--- config.mk ---
export PLATFORM = sky130hd
export DESIGN_NAME = uart_rx_flat
export DESIGN_NICKNAME = d
export VERILOG_FILES = /design/src/rtl/uart_pkg.sv /design/src/rtl/uart_rx_if.sv /design/src/rtl/uart_baud_tick.sv /design/src/rtl/uart_rx.sv /design/src/flat_wrapper.sv
export SDC_FILE = /design/constraint.sdc
export NUM_CORES = 1
export LEC_CHECK = 0
export CAP_MARGIN = 20
export CORE_ASPECT_RATIO = 1.75
export CORE_MARGIN = 4
export CORE_UTILIZATION = 60
export DETAILED_ROUTE_END_ITERATION = 8
export PLACE_DENSITY = 0.83
export SETUP_SLACK_MARGIN = 0.05
export SLEW_MARGIN = 20
export SYNTH_ARGS = -nofsm -noshare
export SYNTH_HDL_FRONTEND = slang
export SYNTH_SLANG_ARGS = --single-unit
--- constraint.sdc ---
create_clock -name clk -period 4.75 [get_ports clk]
set_input_delay 1.425 -clock clk [delete_from_list [all_inputs] [get_ports clk]]
set_output_delay 1.425 -clock clk [all_outputs]
set_load 0.02 [all_outputs]
--- src/rtl/uart_pkg.sv ---
// Shared UART definitions: receive FSM states and default frame geometry.
// The transmit side uses the same defaults.
package uart_pkg;

  localparam int UART_DATA_BITS  = 8;
  localparam int UART_OVERSAMPLE = 16;

  typedef enum logic [2:0] {
    IDLE,
    START,
    DATA,
    STOP,
    BREAK
  } rx_state_t;

endpackage

--- src/rtl/uart_rx_if.sv ---
// Host-side byte handshake of the UART receiver.
// The receiver is the master; the host consumes bytes through the slave modport.
interface uart_rx_if
  import uart_pkg::*;
#(
  parameter int DATA_BITS = UART_DATA_BITS
);

  logic [DATA_BITS-1:0] rx_data;
  logic                 rx_valid;
  logic                 rx_ready;

  modport master (output rx_data, output rx_valid, input rx_ready);
  modport slave  (input rx_data, input rx_valid, output rx_ready);

endinterface

--- src/rtl/uart_baud_tick.sv ---
// Oversample tick generator: pulses tick once every div+1 clocks.
// The tick is suppressed in the clear cycle so that the count restarts cleanly.
module uart_baud_tick #(
  parameter int DIV_W = 16
) (
  input  logic             clk,
  input  logic             reset,
  input  logic             clear,
  input  logic [DIV_W-1:0] div,
  output logic             tick
);

  logic [DIV_W-1:0] cnt_q, cnt_d;

  always_comb begin
    tick  = 1'b0;
    cnt_d = cnt_q + DIV_W'(1);
    if (clear) begin
      cnt_d = '0;
    end else if (cnt_q == div) begin
      tick  = 1'b1;
      cnt_d = '0;
    end
  end

  always_ff @(posedge clk or posedge reset) begin
    if (reset) begin
      cnt_q <= '0;
    end else begin
      cnt_q <= cnt_d;
    end
  end

endmodule

--- src/rtl/uart_rx.sv ---
// UART receiver: synchronises rx, samples start, data and stop bits at mid-bit,
// and hands completed bytes to the host with framing and overrun error pulses.
module uart_rx
  import uart_pkg::*;
#(
  parameter int DATA_BITS  = UART_DATA_BITS,
  parameter int OVERSAMPLE = UART_OVERSAMPLE,
  parameter int DIV_W      = 16
) (
  input  logic             clk,
  input  logic             reset,
  input  logic             rx,
  input  logic [DIV_W-1:0] baud_div,
  uart_rx_if.master        host,
  output logic             framing_err,
  output logic             overrun_err,
  output logic             busy
);

  localparam int SCNT_W = $clog2(OVERSAMPLE);
  localparam int BCNT_W = $clog2(DATA_BITS + 1);
  localparam logic [SCNT_W-1:0] SCNT_HALF = SCNT_W'(OVERSAMPLE / 2 - 1);
  localparam logic [SCNT_W-1:0] SCNT_LAST = SCNT_W'(OVERSAMPLE - 1);
  localparam logic [BCNT_W-1:0] BCNT_LAST = BCNT_W'(DATA_BITS - 1);

  rx_state_t            state_q, state_d;
  logic                 rx_meta_q, rx_meta_d;
  logic                 rx_s_q, rx_s_d;
  logic [DIV_W-1:0]     baud_div_q, baud_div_d;
  logic [SCNT_W-1:0]    scnt_q, scnt_d;
  logic [BCNT_W-1:0]    bcnt_q, bcnt_d;
  logic [DATA_BITS-1:0] shift_q, shift_d;
  logic [DATA_BITS-1:0] rx_data_q, rx_data_d;
  logic                 rx_valid_q, rx_valid_d;
  logic                 framing_err_q, framing_err_d;
  logic                 overrun_err_q, overrun_err_d;

  logic tick;
  logic tick_clear;
  logic commit;
  logic frame_bad;

  uart_baud_tick #(.DIV_W(DIV_W)) u_tick (
    .clk   (clk),
    .reset (reset),
    .clear (tick_clear),
    .div   (baud_div_q),
    .tick  (tick)
  );

  // Receive FSM: all sampling decisions happen on oversample ticks.
  always_comb begin
    state_d    = state_q;
    rx_meta_d  = rx;
    rx_s_d     = rx_meta_q;
    baud_div_d = baud_div_q;
    scnt_d     = scnt_q;
    bcnt_d     = bcnt_q;
    shift_d    = shift_q;
    tick_clear = 1'b0;
    commit     = 1'b0;
    frame_bad  = 1'b0;

    case (state_q)
      IDLE: begin
        if (!rx_s_q) begin
          baud_div_d = baud_div;
          tick_clear = 1'b1;
          scnt_d     = '0;
          state_d    = START;
        end
      end
      START: begin
        if (tick) begin
          if (scnt_q == SCNT_HALF) begin
            if (!rx_s_q) begin
              scnt_d  = '0;
              bcnt_d  = '0;
              state_d = DATA;
            end else begin
              state_d = IDLE;
            end
          end else begin
            scnt_d = scnt_q + SCNT_W'(1);
          end
        end
      end
      DATA: begin
        if (tick) begin
          if (scnt_q == SCNT_LAST) begin
            shift_d = {rx_s_q, shift_q[DATA_BITS-1:1]};
            scnt_d  = '0;
            bcnt_d  = bcnt_q + BCNT_W'(1);
            if (bcnt_q == BCNT_LAST) begin
              state_d = STOP;
            end
          end else begin
            scnt_d = scnt_q + SCNT_W'(1);
          end
        end
      end
      STOP: begin
        if (tick) begin
          if (scnt_q == SCNT_LAST) begin
            if (rx_s_q) begin
              commit  = 1'b1;
              state_d = IDLE;
            end else begin
              frame_bad = 1'b1;
              state_d   = BREAK;
            end
          end else begin
            scnt_d = scnt_q + SCNT_W'(1);
          end
        end
      end
      BREAK: begin
        // Wait out a held-low line so it cannot look like a new start bit.
        if (rx_s_q) begin
          state_d = IDLE;
        end
      end
      default: state_d = IDLE;
    endcase
  end

  // Output register: a commit wins over a simultaneous handshake.
  always_comb begin
    rx_data_d     = rx_data_q;
    rx_valid_d    = rx_valid_q;
    framing_err_d = frame_bad;
    overrun_err_d = 1'b0;
    if (rx_valid_q && host.rx_ready) begin
      rx_valid_d = 1'b0;
    end
    if (commit) begin
      if (!rx_valid_q || host.rx_ready) begin
        rx_data_d  = shift_q;
        rx_valid_d = 1'b1;
      end else begin
        overrun_err_d = 1'b1;
      end
    end
  end

  always_ff @(posedge clk or posedge reset) begin
    if (reset) begin
      state_q       <= IDLE;
      rx_meta_q     <= 1'b1;
      rx_s_q        <= 1'b1;
      baud_div_q    <= '0;
      scnt_q        <= '0;
      bcnt_q        <= '0;
      shift_q       <= '0;
      rx_data_q     <= '0;
      rx_valid_q    <= 1'b0;
      framing_err_q <= 1'b0;
      overrun_err_q <= 1'b0;
    end else begin
      state_q       <= state_d;
      rx_meta_q     <= rx_meta_d;
      rx_s_q        <= rx_s_d;
      baud_div_q    <= baud_div_d;
      scnt_q        <= scnt_d;
      bcnt_q        <= bcnt_d;
      shift_q       <= shift_d;
      rx_data_q     <= rx_data_d;
      rx_valid_q    <= rx_valid_d;
      framing_err_q <= framing_err_d;
      overrun_err_q <= overrun_err_d;
    end
  end

  assign host.rx_data  = rx_data_q;
  assign host.rx_valid = rx_valid_q;
  assign framing_err   = framing_err_q;
  assign overrun_err   = overrun_err_q;
  assign busy          = (state_q != IDLE);

endmodule
--- src/flat_wrapper.sv ---
// flat-port wrapper written by rule: the top's interface ports become plain ports
module uart_rx_flat import uart_pkg::*;
#(
  parameter int DATA_BITS  = UART_DATA_BITS,
  parameter int OVERSAMPLE = UART_OVERSAMPLE,
  parameter int DIV_W      = 16
)
  (clk, reset, rx, baud_div, framing_err, overrun_err, busy, host_rx_data, host_rx_valid, host_rx_ready);
  uart_rx_if #(.DATA_BITS(DATA_BITS)) host_i ();
  input  logic clk;
  input  logic reset;
  input  logic rx;
  input  logic [DIV_W-1:0] baud_div;
  output logic framing_err;
  output logic overrun_err;
  output logic busy;
  output wire logic [$bits(host_i.rx_data)-1:0] host_rx_data;
  output wire logic [$bits(host_i.rx_valid)-1:0] host_rx_valid;
  input wire logic [$bits(host_i.rx_ready)-1:0] host_rx_ready;
  assign host_rx_data = host_i.rx_data;
  assign host_rx_valid = host_i.rx_valid;
  assign host_i.rx_ready = host_rx_ready;
  uart_rx #(.DATA_BITS(DATA_BITS), .OVERSAMPLE(OVERSAMPLE), .DIV_W(DIV_W)) u_core (.clk(clk), .reset(reset), .rx(rx), .baud_div(baud_div), .host(host_i), .framing_err(framing_err), .overrun_err(overrun_err), .busy(busy));
endmodule
# --- Word level (Yosys, flattened, before mapping) ---
# Index checks and enable logic that the tools add are counted.
word_totals:
  reg_bits: 64
  input_bits: 20
op_classes:
  add_sub_neg: 3
  n_eq_ne: 19
  n_mux: 44
  bitwise: 1
  reduce_logical: 13
op_table:
  columns: ["operator", "n"]
  rows:
  - ["$mux W4", 12]
  - ["$mux W16", 2]
  - ["$mux W3", 10]
  - ["$add A16 B1 Y16 const B", 1]
  - ["$eq A16 B16 Y1", 1]
  - ["$mux W1", 16]
  - ["$ne A2 B1 Y1 const B", 8]
  - ["$pmux W4 S4", 1]
  - ["$pmux W3 S5", 1]
  - ["$reduce_and A9 Y1", 1]
  - ["$add A4 B1 Y4 const B", 2]
  - ["$eq A4 B3 Y1 const B", 2]
  - ["$pmux W4 S2", 1]
  - ["$eq A3 B2 Y1 const B", 2]
  - ["$ne A2 B2 Y1 const B", 3]
  - ["$reduce_and A6 Y1", 1]
  - ["$reduce_and A5 Y1", 1]
  - ["$eq A4 B4 Y1 const B", 1]
  - ["$reduce_and A2 Y1", 2]
  - ["$reduce_bool A4 Y1", 1]
  - ["$eq A3 B1 Y1 const B", 1]
  - ["$eq A3 B3 Y1 const B", 1]
  - ["$logic_not A3 Y1", 1]
  - ["$reduce_and A3 Y1", 1]
  - ["7 further kinds", 7]

# --- Longest topological paths before layout ---
logic_depth:
  ltp_word: 6
  depth_mapped: 7
  depth_no_buf: 6

# --- By module ---
# A second synthesis with hierarchy kept.
unflattened:
  cells_unflattened: 267
  hier_area_um2: 3088.0
modules_own_cells:
  columns: ["mod", "instances", "cells_per_inst", "area_per_inst_um2", "seq_area_each_um2"]
  rows:
  - ["uart_rx", 1, 163, 2083.2, 1203.7]
  - ["uart_baud_tick", 1, 104, 1004.7, 400.4]

# --- Worst setup path after synthesis ---
# OpenSTA, ideal clock, no wires.
synth_timing:
  path_type: "input-to-reg"
  startpoint: "input port host_rx_ready"
  endpoint: "register u_core.rx_data_q[0], in the netlist u_core.host.rx_data[0]"
  setup_ns: 0.125
  t_arrival_ns: 2.178
  required_ns: 4.625
  slack_ns: 2.447
  stages: 5
  n_path_buf: 0
  cell_sequence: "nand2b_1 -> nand3_1 -> nor2_1 -> nand2_2 -> mux2_2"
synth_via:
  elab_chain_cells: 2
synth_lines:
  columns: ["element", "line_no", "source"]
  rows:
  - ["start: declaration", "flat_wrapper.sv:19", "input wire logic [$bits(host_i.rx_ready)-1:0] host_rx_ready;"]
  - ["$logic_or A1 B1 Y1", "uart_rx.sv:137", "if (!rx_valid_q || host.rx_ready) begin"]
  - ["$reduce_and A2 Y1 (no source line)", null, null]
  - ["end signal: assignment", "uart_rx.sv:167", "rx_data_q <= rx_data_d;"]
  - ["end: declaration", "uart_rx.sv:33", "logic [DATA_BITS-1:0] rx_data_q, rx_data_d;"]
# No other way between the ends.
# A chain may end at the register's enable or synchronous reset.

# --- Worst setup path after layout ---
layout_timing:
  startpoint: "register u_core.state_q[1]"
  endpoint: "output port busy"
layout_via:
  elab_chain_cells: 1
layout_lines:
  columns: ["element", "line_no", "source"]
  rows:
  - ["start: declaration", "uart_rx.sv:26", "rx_state_t state_q, state_d;"]
  - ["start signal: assignment", "uart_rx.sv:160", "state_q <= state_d;"]
  - ["$reduce_bool A3 Y1", "uart_rx.sv:178", "assign busy = (state_q != IDLE);"]
  - ["end: declaration", "flat_wrapper.sv:16", "output logic busy;"]
# No other way between the ends.

==> qor.txt <==
Cells after synthesis - 265
Setup TNS - 0 ps
Non-Filler Instances - 358
FF-to-FF End - u_core.shift_q[1]
Min-delay src - u_core.rx_meta_q
Crit start category - flip-flop
Worst path required time - 3320 ps
Ratio of cells with drive above 1 in the final layout - 0.1908
CTS tree - yes
Clock Latency Late Sink - 340 ps
VDD IR max - 273.7 uV
Critical path's slowest cell - clkdlybuf4s50_1
Outcome - complete, no violations
Detailed-route wire length per cell - 16.58 um
H-tree depth - 3
Worst-path maximum fanout - 15
Number of synthesized flops with an enable pin - 0
Post-synthesis sequential area ratio - 0.5269
Clock Power Share - 0.428
Quantity of hold-fixing buffers added after cts - 0
ANT cells - 0
Unrepaired setup endpoints after global routing - false
Final min period - 3274 ps
Dpl ws - 1847 ps
Vias in the first global route - 2167
Pwr Total - 1.177 mW
Total wire length - 5936 um
Worst Clk Skew - 6.287 ps
DR vias - 2112
Worst r2r src - u_core.u_tick.cnt_q[2]
Reg power frac - 0.507
Post-synth ARST share - 1.000
Antenna violations before repair - 0
Tcrit/Tclk final - 0.6893
Global placer's final weighted congestion - 0.7887
Final WS setup - 1476 ps
Die height - 102.2 um
Flop2flop setup slack - 2300 ps
DRC - 0
Pin count of the biggest net entering global routing - 40
Starting DRC count in detailed routing - 128
Final max-slew violation count - 0
Postcts setup bufs - 0
Placed cell count - 342
Clock root cell - clkbuf_8
Worst-margin pin slew - 786.1 ps
Setup crit end kind - primary output
Antenna Nets Post-Route - 0
Fmax - 305.4 MHz
P_int - 923.1 uW
Pwr dens - 326.9 mW/mm^2
Main synth FF type - dfrtp_1
Crit path max-delay family - buffers and inverters
# resized after CTS - 0
Syn_nets - 288
Synth cell types - 45
Worst hold stages - 0
Hold WC Path Type - reg -> reg
Cts bufs inserted - 9
Sw frac - 0.2158
Final Util - 0.7297
Core area - 0.004935 sq mm
# rows - 34
P&R area growth vs syn - 18.29%
First-pass GRT wire length - 9970 um
Final Hold Vio Count - 0
Clk sink count - 64
Ordered cell list for the critical path - or3_1 -> clkdlybuf4s50_1
DRT Pass-1 Iters - 4
Buffers added on ports - 31
#FFs+latches synth - 64
Final setup vio count - 0
Nets - 322
Slowest cell delay on critical path - 550 ps
Hold Path Sink - u_core.rx_s_q
GR Util All Layers - 0.2200
Avg Cell Area, Syn - 11.49 sq um
Logic pwr share - 0.065
Final HPWL DP - 4251 um
Kind of critical path - reg -> out
CP Buf/Inv Count - 1
Max_slew headroom - 0.4751
Layout fillers - 354
GRT overflow - 0
CTS max path bufs - 2
Number of synthesis warnings - 0
Via density - 5.899
CP arrival - 1850 ps
Initial Utilization - 0.6169
Max Cap Violations - 0
Reg clk slew, reported paths - 60 ps
Reg2Reg Depth - 6
Psw - 254.0 uW
Die area - 0.006322 sq mm
Synth Cell Area - 0.003044 sq mm
Die width - 61.85 um
# IOs - 32
P_leak - 1.585 nW
==> synth_stat cells, types with 3 or more instances <==
cell | count | area, sq um
inv_1 | 4 | 15.01
nand3_1 | 13 | 65.06
o2bb2ai_1 | 3 | 26.28
xnor2_1 | 25 | 219.0
nand2_1 | 11 | 41.29
o21ai_0 | 3 | 15.01
and3_1 | 5 | 31.28
nand4_1 | 8 | 50.05
ha_1 | 3 | 37.54
nand2b_1 | 4 | 25.02
xor2_1 | 7 | 61.31
buf_2 | 3 | 15.01
dfrtp_1 | 62 | 1551
and2_1 | 3 | 18.77
clkbuf_1 | 5 | 18.77
mux2_2 | 34 | 382.9
nor3_1 | 5 | 25.02
nor2_1 | 29 | 108.9
nor2b_1 | 4 | 25.02
a22o_1 | 3 | 26.28
==> registers in the layout, indices dropped and copies added, names as in the netlist <==
| signal | count |
|---|---|
| u_core.bcnt_q | 4 |
| u_core.host.rx_valid | 1 |
| u_core.framing_err | 1 |
| u_core.u_tick.cnt_q | 16 |
| u_core.host.rx_data | 8 |
| u_core.rx_s_q | 1 |
| u_core.state_q | 3 |
| u_core.overrun_err | 1 |
| u_core.baud_div_q | 16 |
| u_core.scnt_q | 4 |
| u_core.rx_meta_q | 1 |
| u_core.shift_q | 8 |
==> final cells by class <==
class	count	area [sq um]	area share
Clock inverter	3	65.06	0.01807
Sequential cell	64	1604	0.4454
Timing Repair Buffer	34	332.8	0.09243
Multi-Input combinational cell	186	1368	0.3798
Clock buffer	13	148.9	0.04135
Tap cell	54	67.56	0.01876
Inverter	4	15.01	0.004170
==> stage by stage <==
step | hold WS [ps] | area (sq um)
after floorplan | 345.2 | 3044
after global placement | 354.2 | 3387
after detailed placement | 356.9 | 3387
after CTS | 362.0 | 3601
after global routing | 357.5 | 3601
final | 360.4 | 3601
==> cell usage in the layout (no fill, tap or decap), types with 4 or more instances in the layout <==
master           instances
dfrtp_1                 62
mux2_2                  34
clkdlybuf4s50_1         31
nor2_1                  29
xnor2_1                 25
nand3_1                 13
nand2_1                 11
clkbuf_8                10
nand4_1                  8
xor2_1                   7
and3_1                   5
nor3_1                   5
nand2b_1                 4
nor2b_1                  4
==> kinds of logic (layout without fill, tap and decap cells) <==
logic type	Yosys count	in the layout	synth area share
compound gates	22	22	0.05467
xor+xnor	32	32	0.09207
fa+ha+maj	3	3	0.01233
buf+inv	15	54	0.02384
flops	64	64	0.5269
mux	34	34	0.1258
simple gates	95	95	0.1644
==> worst max-delay path by stage <==
stage,startpoint,endpoint,slack (ps),depth (start not counted)
2_1_floorplan,reset,u_core.baud_div_q[0],1730,1
3_3_place_gp,u_core.state_q[1],busy,1880,2
3_5_place_dp,u_core.state_q[1],busy,1850,2
4_1_cts,u_core.state_q[1],busy,1480,2
5_1_grt,u_core.state_q[1],busy,1410,2
6_report,u_core.state_q[1],busy,1480,2
==> layer usage <==
layer | global-route usage | share of wire | vias to the layer above
met5 | 0 | 0 | -
met1 | 0.2540 | 0.38 | 1055
met2 | 0.3761 | 0.56 | 48
li1 | - | - | 998
met4 | 0.1095 | 0.023 | 0
met3 | 0.04172 | 0.035 | 11
==> power by group through the flow <==
| stage | sequential (mW) | combinational [mW] | clock [mW] |
|---|---|---|---|
| 2_1_floorplan | 0.599 | 0.0528 | 0 |
| 3_5_place_dp | 0.607 | 0.0775 | 0 |
| 5_1_grt | 0.601 | 0.0864 | 0.540 |
| 3_3_place_gp | 0.605 | 0.0745 | 0 |
| 6_report | 0.597 | 0.0766 | 0.503 |
| 4_1_cts | 0.597 | 0.0781 | 0.512 |
Power figures use the tool's default switching activity.
